**src/rtl/multicycle_add_sub_32_pkg.sv**
```systemverilog
// Shared constants and state encoding for the byte-serial 32-bit adder/subtractor.
// The optional overflow flag is enabled by defining ADD_OVF_EN.
package multicycle_add_sub_32_pkg;

    localparam int WIDTH = 32;
    localparam int SLICE = 8;
    localparam int BEATS = 4;

    localparam logic [1:0] LAST_BEAT = 2'(BEATS - 1);

    typedef enum logic [1:0] {
        IDLE = 2'd0,
        BUSY = 2'd1,
        DONE = 2'd2
    } state_t;

endpackage

```
**src/rtl/multicycle_add_sub_32_adder_slice_8.sv**
```systemverilog
// 8-bit carry-select adder slice: ripple low nibble, high nibble precomputed for both carries.
// Cout_1 is the carry into bit 7, recovered from the sum and operand bits.
module adder_slice_8 (
    input  logic [7:0] A,
    input  logic [7:0] B,
    input  logic       Cin,
    output logic [7:0] Sout,
    output logic       Cout,
    output logic       Cout_1
);

    logic [4:0] lo_sum;
    logic [4:0] hi_sum0;
    logic [4:0] hi_sum1;

    assign lo_sum  = {1'b0, A[3:0]} + {1'b0, B[3:0]} + {4'b0, Cin};
    assign hi_sum0 = {1'b0, A[7:4]} + {1'b0, B[7:4]};
    assign hi_sum1 = hi_sum0 + 5'd1;

    assign Sout   = {(lo_sum[4] ? hi_sum1[3:0] : hi_sum0[3:0]), lo_sum[3:0]};
    assign Cout   = lo_sum[4] ? hi_sum1[4] : hi_sum0[4];
    // sum bit = a ^ b ^ carry_in, so the carry into bit 7 falls out directly
    assign Cout_1 = Sout[7] ^ A[7] ^ B[7];

endmodule

```
**src/rtl/multicycle_add_sub_32.sv**
```systemverilog
// 32-bit add/subtract computed one byte per cycle through a single shared 8-bit slice.
// Define ADD_OVF_EN to add the signed-overflow output and its logic.
module multicycle_add_sub_32
    import multicycle_add_sub_32_pkg::*;
(
    input  logic        clock,
    input  logic        resetn,
    input  logic        in_valid,
    output logic        in_ready,
    input  logic [31:0] A,
    input  logic [31:0] B,
    input  logic        sub,
    output logic        out_valid,
    input  logic        out_ready,
    output logic [31:0] Sout,
    output logic        Cout
`ifdef ADD_OVF_EN
    ,
    output logic        ovf
`endif
);

    state_t             state_reg;
    state_t             state_next;
    logic [WIDTH-1:0]   a_reg;
    logic [WIDTH-1:0]   b_reg;
    logic               carry_reg;
    logic               cout_reg;
    logic [1:0]         beat_reg;
    logic               accept;
    logic               busy;
    logic [SLICE-1:0]   slice_a;
    logic [SLICE-1:0]   slice_b;
    logic [SLICE-1:0]   slice_sum;
    logic               slice_cout;
    logic               slice_cout_1;

    // in_ready is forced low while reset is asserted
    assign in_ready  = resetn && ((state_reg == IDLE) || ((state_reg == DONE) && out_ready));
    assign accept    = in_valid && in_ready;
    assign busy      = (state_reg == BUSY);
    assign out_valid = (state_reg == DONE);
    assign Cout      = cout_reg;

    assign slice_a = a_reg[beat_reg * SLICE +: SLICE];
    assign slice_b = b_reg[beat_reg * SLICE +: SLICE];

    adder_slice_8 u_slice (
        .A      (slice_a),
        .B      (slice_b),
        .Cin    (carry_reg),
        .Sout   (slice_sum),
        .Cout   (slice_cout),
        .Cout_1 (slice_cout_1)
    );

    always_comb begin
        state_next = state_reg;
        case (state_reg)
            IDLE:    if (accept) state_next = BUSY;
            BUSY:    if (beat_reg == LAST_BEAT) state_next = DONE;
            DONE:    if (out_ready) state_next = in_valid ? BUSY : IDLE;
            default: state_next = IDLE;
        endcase
    end

    always_ff @(posedge clock) begin
        if (!resetn) begin
            state_reg <= IDLE;
            a_reg     <= '0;
            b_reg     <= '0;
            carry_reg <= 1'b0;
            cout_reg  <= 1'b0;
            beat_reg  <= 2'd0;
        end else begin
            state_reg <= state_next;
            if (accept) begin
                // subtraction is A + ~B + 1: invert B here, inject the +1 as the first carry
                a_reg     <= A;
                b_reg     <= B ^ {WIDTH{sub}};
                carry_reg <= sub;
                beat_reg  <= 2'd0;
            end else if (busy) begin
                carry_reg <= slice_cout;
                beat_reg  <= beat_reg + 2'd1;
                if (beat_reg == LAST_BEAT) cout_reg <= slice_cout;
            end
        end
    end

    generate
        for (genvar gi = 0; gi < BEATS; gi++) begin : g_byte
            logic [SLICE-1:0] byte_reg;

            always_ff @(posedge clock) begin
                if (!resetn) begin
                    byte_reg <= '0;
                end else if (busy && (beat_reg == 2'(gi))) begin
                    byte_reg <= slice_sum;
                end
            end

            assign Sout[gi*SLICE +: SLICE] = byte_reg;
        end
    endgenerate

`ifdef ADD_OVF_EN
    logic ovf_reg;

    always_ff @(posedge clock) begin
        if (!resetn) begin
            ovf_reg <= 1'b0;
        end else if (busy && (beat_reg == LAST_BEAT)) begin
            ovf_reg <= slice_cout ^ slice_cout_1;
        end
    end

    assign ovf = ovf_reg;
`endif

endmodule

```
**config.mk**
```make
export PLATFORM = sky130hd
export DESIGN_NAME = multicycle_add_sub_32
export DESIGN_NICKNAME = d
export VERILOG_FILES = /design/src/rtl/multicycle_add_sub_32_pkg.sv /design/src/rtl/multicycle_add_sub_32_adder_slice_8.sv /design/src/rtl/multicycle_add_sub_32.sv
export SDC_FILE = /design/constraint.sdc
export NUM_CORES = 1
export LEC_CHECK = 0
export CORE_MARGIN = 1
export CORE_UTILIZATION = 54
export CTS_CLUSTER_DIAMETER = 60
export DETAILED_ROUTE_END_ITERATION = 7
export PLACE_DENSITY = 0.81
export SLEW_MARGIN = 20
export SYNTH_ARGS = -nofsm -noshare
export SYNTH_HDL_FRONTEND = slang
export SYNTH_SLANG_ARGS = --single-unit
```
**constraint.sdc**
```tcl
create_clock -name clock -period 5.58 [get_ports clock]
set_clock_uncertainty 0.2 [all_clocks]
set_input_delay 1.116 -clock clock [delete_from_list [all_inputs] [get_ports clock]]
set_output_delay 1.116 -clock clock [all_outputs]
set_load 0.005 [all_outputs]
```
### After elaboration in Yosys (flattened, before gate mapping)

Index checks and enable logic that the tools add are counted.

| storage, ports and cells | value |
|---|---|
| bits in registers | 102 |
| word-level logic and storage cells | 51 |
| bits in latches | 0 |
| input bits | 69 |
| output and inout bits | 35 |
| bits in read-only memories | 0 |
| memory bits (writable) | 0 |
| memories | 0 |

| operators by class | value |
|---|---|
| $mul | 0 |
| div/mod/pow operators | 0 |
| order comparisons | 0 |
| add/subtract/negate cells | 5 |
| shifts and indexed selects | 2 |
| reductions and logical operators | 14 |
| equal/unequal tests | 8 |
| bitwise gates (word level) | 3 |
| mux-type cells | 9 |

Operators by type and width:

| kind | number |
|---|---|
| variable part select 32 x 6 -> 8 bit | 2 |
| bitwise XOR 32 bit | 1 |
| adder 4 x 4 -> 5 bit | 2 |
| logical AND 1 bit | 7 |
| == test 2 bit, second input constant | 3 |
| two-way mux 2 bit | 3 |
| case mux 2 bit (3 select lines) | 1 |
| AND reduction 3 bit | 2 |
| adder 5 x 1 -> 5 bit | 1 |
| adder 5 x 1 -> 5 bit, second input constant | 1 |
| == test 2 x 1 -> 1 bit, second input constant | 2 |
| logical NOT 2 bit | 2 |
| two-way mux 1 bit | 4 |
| two-way mux 4 bit | 1 |
| != test 2 x 1 -> 1 bit, second input constant | 2 |
| adder 2 x 1 -> 2 bit, second input constant | 1 |
| != test 2 bit, second input constant | 1 |
| NOT 1 bit | 2 |
| nonzero test 2 bit | 1 |
| OR reduction 2 bit | 1 |
| logical OR 1 bit | 1 |

### Longest topological paths before layout

Gate-level depths: netlist (run 1).

| depth | value |
|---|---|
| word-level depth | 7 |
| depth in mapped cells | 12 |
| depth with buffers taken out | 9 |

### Hierarchy

From an unflattened synthesis (run 1), not the netlist that was laid out.

| second synthesis, totals | value |
|---|---|
| cell total of the unflattened synthesis | 499 |
| area total of the unflattened synthesis | 4981.0 sq um |

By module, submodules not included:

| module | cells each | times used | seq. area each (sq um) | area an instance (sq um) |
|---|---|---|---|---|
| multicycle_add_sub_32 | 451 | 1 | 2042.0 | 4566.9 |
| adder_slice_8 | 48 | 1 | 0.0 | 414.1 |

### Worst setup path before layout (run 1)

OpenSTA, ideal clock, no wires.

| timing path | value |
|---|---|
| path kind | register to register |
| start | register beat_reg[0] |
| end | register g_byte[0].byte_reg[7] |
| setup time | 0.074 ns |
| path slack | 2.362 ns |
| arrival | 2.944 ns |
| stages on the path, launching flop included | 10 |
| cell sequence | dfxtp_1 > buf_2 > buf_2 > mux4_2 > fa_1 > and3_4 > buf_6 > o2111a_1 > or3_4 > a31oi_1 |

| between the ends | value |
|---|---|
| word-level cells in the longest chain between the ends | 4 |
| elaborated cells between the ends (all ways) | 9 |
| classes of those cells | add/sub (4); shift (2); mux (1); reduce/logical (2) |

Ends and longest elaborated chain:

| what | RTL line | text |
|---|---|---|
| start: declaration | multicycle_add_sub_32.sv:29 | `logic [1:0] beat_reg;` |
| start signal: assignment | multicycle_add_sub_32.sv:85 | `beat_reg <= beat_reg + 2'd1;` |
| variable part select 32 x 6 -> 8 bit, on equally long branches | multicycle_add_sub_32.sv:45, multicycle_add_sub_32.sv:46 |  |
| adder 4 x 4 -> 5 bit, on equally long branches | multicycle_add_sub_32_adder_slice_8.sv:17, multicycle_add_sub_32_adder_slice_8.sv:16 |  |
| adder 5 x 1 -> 5 bit, on equally long branches | multicycle_add_sub_32_adder_slice_8.sv:18, multicycle_add_sub_32_adder_slice_8.sv:16 |  |
| two-way mux 4 bit | multicycle_add_sub_32_adder_slice_8.sv:20 | `assign Sout = {(lo_sum[4] ? hi_sum1[3:0] : hi_sum0[3:0]), lo_sum[3:0]};` |
| end signal: assignment | multicycle_add_sub_32.sv:99 | `byte_reg <= slice_sum;` |
| end: declaration | multicycle_add_sub_32.sv:93 | `logic [SLICE-1:0] byte_reg;` |

Parallel ways exist; a longest one is shown, timed or not.
A chain may end at the register's enable or synchronous reset.

### Worst setup path after layout (run 1)

| timing path | value |
|---|---|
| start | input resetn |
| end | output in_ready |

| between the ends | value |
|---|---|
| word-level cells in the longest chain between the ends | 1 |

Ends and longest elaborated chain:

| what | RTL line | text |
|---|---|---|
| start: declaration | multicycle_add_sub_32.sv:7 | `input logic resetn,` |
| logical AND 1 bit | multicycle_add_sub_32.sv:39 | `assign in_ready = resetn && ((state_reg == IDLE) \|\| ((state_reg == DONE) && out_ready));` |
| end: declaration | multicycle_add_sub_32.sv:9 | `output logic in_ready,` |

Every way passes these cells.

==> results of run 1 <==
-- worst reg2reg max path: cells and delay by family (launching register included) --
kind	cells	cell delay [ps]
flip-flops	1	970
adder cells (fa/ha/maj)	2	680
multiplexers	1	520
AND/OR/NAND/NOR	2	460
buffers and inverters	1	310
XOR/XNOR	1	310
AO/OA/AOI/OAI	1	210
-- cell families (layout without fill, tap and decap cells) --
group                      after synthesis  in the layout  share of synthesized area [%]
DFF                                    102            102                           43.5
AOI/OAI and AO/OA                      122            122                           16.5
muxes                                   17             17                           7.88
adders and majority gates               15             15                           4.47
buffers and inverters                   48            132                           4.74
xor gates and xnor gates                36             36                           6.71
and+or+nand+nor                        174            174                           16.2
-- power groups by stage --
stage	Sequential [uW]	Clock (uW)	Combinational, uW
6_report	800	472	298
5_1_grt	806	505	328
3_5_place_dp	817	0	296
3_3_place_gp	815	0	286
4_1_cts	800	472	298
2_1_floorplan	806	0	194
-- routing by layer --
| layer | up-vias | share of wire [%] |
|---|---|---|
| met1 | 1783 | 46 |
| li1 | 1943 | - |
| met4 | 0 | 3.0 |
| met5 | - | 0 |
| met2 | 120 | 47 |
| met3 | 28 | 4.1 |
-- layout make-up --
class | instances | area (um2) | share of cell area, %
Clock buffer | 12 | 155 | 2.63
Clock inverter | 3 | 43.8 | 0.742
Inverter | 9 | 33.8 | 0.572
Multi-Input combinational cell | 364 | 2430 | 41.2
Sequential cell | 102 | 2040 | 34.6
Tap cell | 105 | 131 | 2.23
Timing Repair Buffer | 108 | 1060 | 18.0
-- through the flow --
stage               cell area, um2  utilization (%)
CTS                           5900             71.1
global placement              5710             68.7
global route                  5900             71.1
floorplan                     4700                -
detailed placement            5710             68.7
finish                        5900             71.1
-- cell usage in the layout, fill, tap and decap left out, types with 2 or more instances in the layout --
cell type        synthesis  routed
nor3_1                   4       4
nand3_1                 11      11
nand2b_1                 3       3
mux4_2                  16      16
clkbuf_8                 0      11
nor3b_1                  2       2
and2_1                   5       4
xnor2_1                 34      34
clkdlybuf4s50_1          0     102
nor2_1                  49      49
a211oi_1                44      44
o31ai_1                  4       4
fa_1                     3       3
xor2_1                   2       2
a21oi_1                 47      47
nor2b_1                  3       3
dfxtp_1                102     102
or3_1                    4       4
nand2_1                 83      83
o21ai_0                 12      12
a31oi_1                  4       4
ha_1                    12      12
inv_1                    8       8
buf_4                    3       5
-- how the worst min path moves through the flow --
stage               slack, ps                     to  cells past startpoint
floorplan                 230              a_reg[16]                      2
global placement          240              a_reg[27]                      2
detailed placement        250              a_reg[27]                      2
CTS                       260  g_byte[1].byte_reg[1]                      2
global route              280              a_reg[31]                      2
finish                    260  g_byte[1].byte_reg[1]                      2
==> results_dict.tcl, run 1 <==
set metrics [dict create \
    grt_pass1_wl_mm 17.6 \
    swShare_pct 26.6 \
    path_cells "clkdlybuf4s50_1 -> inv_2 -> nor3b_1 -> clkdlybuf4s50_1" \
    hpwl_mm 7.88 \
    r2r_end "carry_reg" \
    layout-drive-gt1-share_pct 7.36 \
    crit_fanout 20 \
    p_seq_share_pct 50.9 \
    cp_data_required_time_ps 4260 \
    outcome "finished clean" \
    critical_path_class "primary input to output pin" \
    globalRouteTotalUtil_pct 25.6 \
    cts.repair.resized 0 \
    synthCells 514 \
    cts_tree "built" \
    cts.clk_slew.worst_paths_ps 80 \
    fin_crit_ps 4140 \
    post-cts-setup-buffers 0 \
    worstRegToRegCells 8 \
    synth_top_cell_by_area "dfxtp_1" \
    routabilityCongestion 0.790 \
    intPower_uw 1150 \
    grt_max_degree 89 \
    dp_slack_ps 1450 \
    place_inst 688 \
    rows 33 \
    grt_pass1_vias 3753 \
    fin_setup_tns_ps 0 \
    grtUsageMet1_pct 32.7 \
    floorplan.initialDensity_pct 56.6 \
    coreArea_mm2 0.00830 \
    die_w_um 95.3 \
    first_iter_violations 206 \
    num_antenna_cells 0 \
    p_leak_uw 0.00211 \
    postRouteAntennaNets 0 \
    end_kind "output pin" \
    synth_edf_count 0 \
    vias 3874 \
    synth-async-reset-ratio_pct 0 \
    holdBufCountCts 0 \
    root_buffer "clkbuf_8" \
    irDropWorstVdd_mv 0.149 \
    pwr-share-clk_pct 30.1 \
    ys.warnings.count 0 \
    startpoint "resetn" \
    r2r_start "beat_reg[0]" \
    startpoint_type "primary input" \
    syn_area_mm2 0.00470 \
    via_per_inst 5.51 \
    power.density_mw_per_mm2 266 \
    wl_per_cell_um 15.2 \
    fill_cells 621 \
    synth_area_leaders "dfxtp_1, mux4_2, a211oi_1" \
    pin_count 104 \
    yosysMostFrequentCell "dfxtp_1" \
    cp.depth 4 \
    firstDrtPassIters 5 \
    rsz0062_at_grt "false" \
    numCtsBuffers 9 \
    wl_mm 10.7 \
    max_stage_delay_ps 920 \
    synth_cell_type_count 49 \
    finalWorstSetupSlack_ps 1440 \
    dieHeight_um 95.3 \
    clk_path_buf_depth 2 \
    use_met3_pct 3.67 \
    hp-class "flop to flop" \
    cts_num_sinks 102 \
    num-nets-final 678 \
    route.detailed.drc 0 \
    yosysSeqAreaShare_pct 43.5 \
    grt_util_met2_pct 42.6 \
    crit_path_end "in_ready" \
    whs_ps 260 \
    drv_slew 0 \
    cp.arrival_ps 2820 \
    slew_headroom_pct 28.2 \
    reg2reg_slack_ps 1820 \
    p_switching_uw 418 \
    worst_pin_slew_ps 1070 \
    hold_start "g_byte[1].byte_reg[1]" \
    finalCritPeriodShare_pct 74.1 \
    die_area_mm2 0.00908 \
    port_buffers 103 \
    synth.top_cell.area_share_pct 43.5 \
    h-tree-depth 3 \
    grt.overflow.total 0 \
    synth_fp_nets 598 \
    yosys-top-cells-count "dfxtp_1, nand2_1, nor2_1" \
    ys_ff_latch 102 \
    p_total_uw 1570 \
    busiest_layer "met2" \
    area_growth_pct 25.7 \
    maxCapViolations 0 \
    fmax_mhz 242 \
    crit_slowest_cell "clkdlybuf4s50_1" \
    syn_avg_cell_area_um2 9.14 \
    critPathBufInv 3 \
    ys.flop_type "dfxtp_1" \
    fin_cells 703 \
    clk_latency_ps 370 \
    crit_family "buffers and inverters" \
    p_comb_share_pct 19.0 \
    finalSetupViolCount 0 \
    antenna_found_initial 0 \
    path_common_cell "clkdlybuf4s50_1" \
    hold_viol 0 \
]
Power figures use the tool's default switching activity.
==> inputs of run 2 (changes only) <==
--- a/config.mk
+++ b/config.mk
@@ -6,10 +6,10 @@
 export NUM_CORES = 1
 export LEC_CHECK = 0
 export CORE_MARGIN = 1
-export CORE_UTILIZATION = 54
+export CORE_UTILIZATION = 46
 export CTS_CLUSTER_DIAMETER = 60
 export DETAILED_ROUTE_END_ITERATION = 7
-export PLACE_DENSITY = 0.81
+export PLACE_DENSITY = 0.73
 export SLEW_MARGIN = 20
 export SYNTH_ARGS = -nofsm -noshare
 export SYNTH_HDL_FRONTEND = slang
==> constraint.sdc (replaced) <==
create_clock -name clock -period 3.56 [get_ports clock]
set_clock_uncertainty 0.2 [all_clocks]
set_input_delay 0.712 -clock clock [delete_from_list [all_inputs] [get_ports clock]]
set_output_delay 0.712 -clock clock [all_outputs]
set_load 0.005 [all_outputs]
==> results_dict.tcl, run 2 (synthesized netlist as in run 1, its figures left out) <==
set metrics [dict create \
    outcome "finished clean" \
    p_leak_uw 0.00212 \
    pin_count 104 \
    port_buffers 103 \
    fmax_mhz 321 \
    via_per_inst 5.31 \
    irDropWorstVdd_mv 0.214 \
    globalRouteTotalUtil_pct 21.8 \
    grt_max_degree 89 \
    h-tree-depth 3 \
    clk_latency_ps 370 \
    wl_per_cell_um 14.5 \
    route.detailed.drc 0 \
    cts_tree "built" \
    fin_util_pct 60.8 \
    layout-drive-gt1-share_pct 8.14 \
    die_w_um 103 \
    slew_headroom_pct 41.5 \
    power.density_mw_per_mm2 407 \
    fin_setup_tns_ps 0 \
    critical_path_class "flop to flop" \
    cp.arrival_ps 3140 \
    hp-class "flop to flop" \
    final_area_mm2 0.00597 \
    cp_data_required_time_ps 3590 \
    cts.clk_slew.worst_paths_ps 100 \
    postRouteAntennaNets 0 \
    num-nets-final 681 \
    first_iter_violations 154 \
    die_area_mm2 0.0106 \
    p_total_uw 2430 \
    numCtsBuffers 9 \
    place_area_mm2 0.00578 \
    grt_pass1_wl_mm 17.6 \
    clk_path_buf_depth 2 \
    routabilityCongestion 0.821 \
    wl_mm 10.7 \
    num_antenna_cells 0 \
    rows 36 \
    fin_crit_ps 3110 \
    rsz0062_at_grt "false" \
    worst_pin_slew_ps 877 \
    firstDrtPassIters 5 \
    hold_viol 0 \
    area_growth_pct 27.0 \
    floorplan.initialDensity_pct 47.8 \
    grt.overflow.total 0 \
    antenna_found_initial 0 \
    end_kind "flop" \
    startpoint_type "flop" \
    hpwl_mm 8.19 \
    drv_slew 0 \
    coreArea_mm2 0.00982 \
    mostFrequentLayoutCells "dfxtp_1, clkdlybuf4s50_1, nand2_1" \
    grt_pass1_vias 3670 \
    finalSetupViolCount 0 \
    cts.repair.resized 0 \
    cts_num_sinks 102 \
    crit_slowest_cell "mux4_2" \
    crit_fanout 15 \
    max_stage_delay_ps 550 \
    dieHeight_um 103 \
    root_buffer "clkbuf_8" \
    path_cells "buf_4 -> mux4_2 -> ha_1 -> fa_1 -> ha_1 -> o21ai_0 -> xor2_1 -> o21ai_0" \
    holdBufCountCts 0 \
    finalCritPeriodShare_pct 87.4 \
    post-cts-setup-buffers 0 \
    vias 3905 \
    maxCapViolations 0 \
]
## run 2: cell types whose count changed in the layout (fill, tap and decap cells not counted), sizes merged
cell	previous run	this run
clkinvlp	0	1
bufinv	1	0
clkbuf	12	10
buf	6	9
inv	9	12
## run 2: power breakdown
part / leakage (uW) / switching, uW / internal, uW
sequential: 0.000836 / 40.9 / 1210
combinational: 0.00119 / 235 / 238
clock: 0.0000967 / 416 / 286
total: 0.00212 / 692 / 1740
## run 2: worst max-delay path: cells and delay by family (launching register included)
| family | cells | cell delay, ps |
|---|---|---|
| compound gates | 2 | 280 |
| xor+xnor | 1 | 360 |
| fa+ha+maj | 3 | 970 |
| buf+inv | 1 | 270 |
| flops | 1 | 340 |
| mux | 1 | 550 |
## run 2: cell type report
cell class              instances  area [um2]
multi-input cells             364        2430
inverters                       9        33.8
flip-flops and latches        102        2040
fillers                       916        3850
well taps                     133         166
repair buffers                111        1100
clock buffers                  10         138
clock inverters                 6        52.6
## run 2: metal layers
layer  GRT usage, %  wire length [um]  up-vias
li1               -                 -     1960
met2           38.1              5290      126
met5              0                 0        -
met3           4.07               506       19
met1           26.9              4680     1800
met4           7.91               223        0
## run 2: through the flow
step | setup slack, ps | instances | hold WS, ps
after CTS | 463 | 735 | 257
after floorplan | 342 | 514 | 233
final | 449 | 735 | 255
after global routing | 215 | 735 | 279
after detailed placement | 466 | 719 | 244
after global placement | 576 | 719 | 243
## run 2: path summary, 6_finish.rpt
kind	start	to	slack, ps	depth (start not counted)
setup / recovery	beat_reg[0]	g_byte[2].byte_reg[6]	450	8
setup reg to reg	beat_reg[0]	g_byte[2].byte_reg[6]	450	8
hold reg to reg	a_reg[17]	a_reg[17]	250	2
hold / removal	a_reg[17]	a_reg[17]	250	2
==> inputs of run 3 (changes only) <==
--- a/config.mk
+++ b/config.mk
@@ -7,7 +7,7 @@
 export LEC_CHECK = 0
 export CORE_MARGIN = 1
 export CORE_UTILIZATION = 46
-export CTS_CLUSTER_DIAMETER = 60
+export CTS_CLUSTER_DIAMETER = 200
 export DETAILED_ROUTE_END_ITERATION = 7
 export PLACE_DENSITY = 0.73
 export SLEW_MARGIN = 20
==> results of run 3 <==
No change in the layout: final DEF, timing and power equal those of run 2.
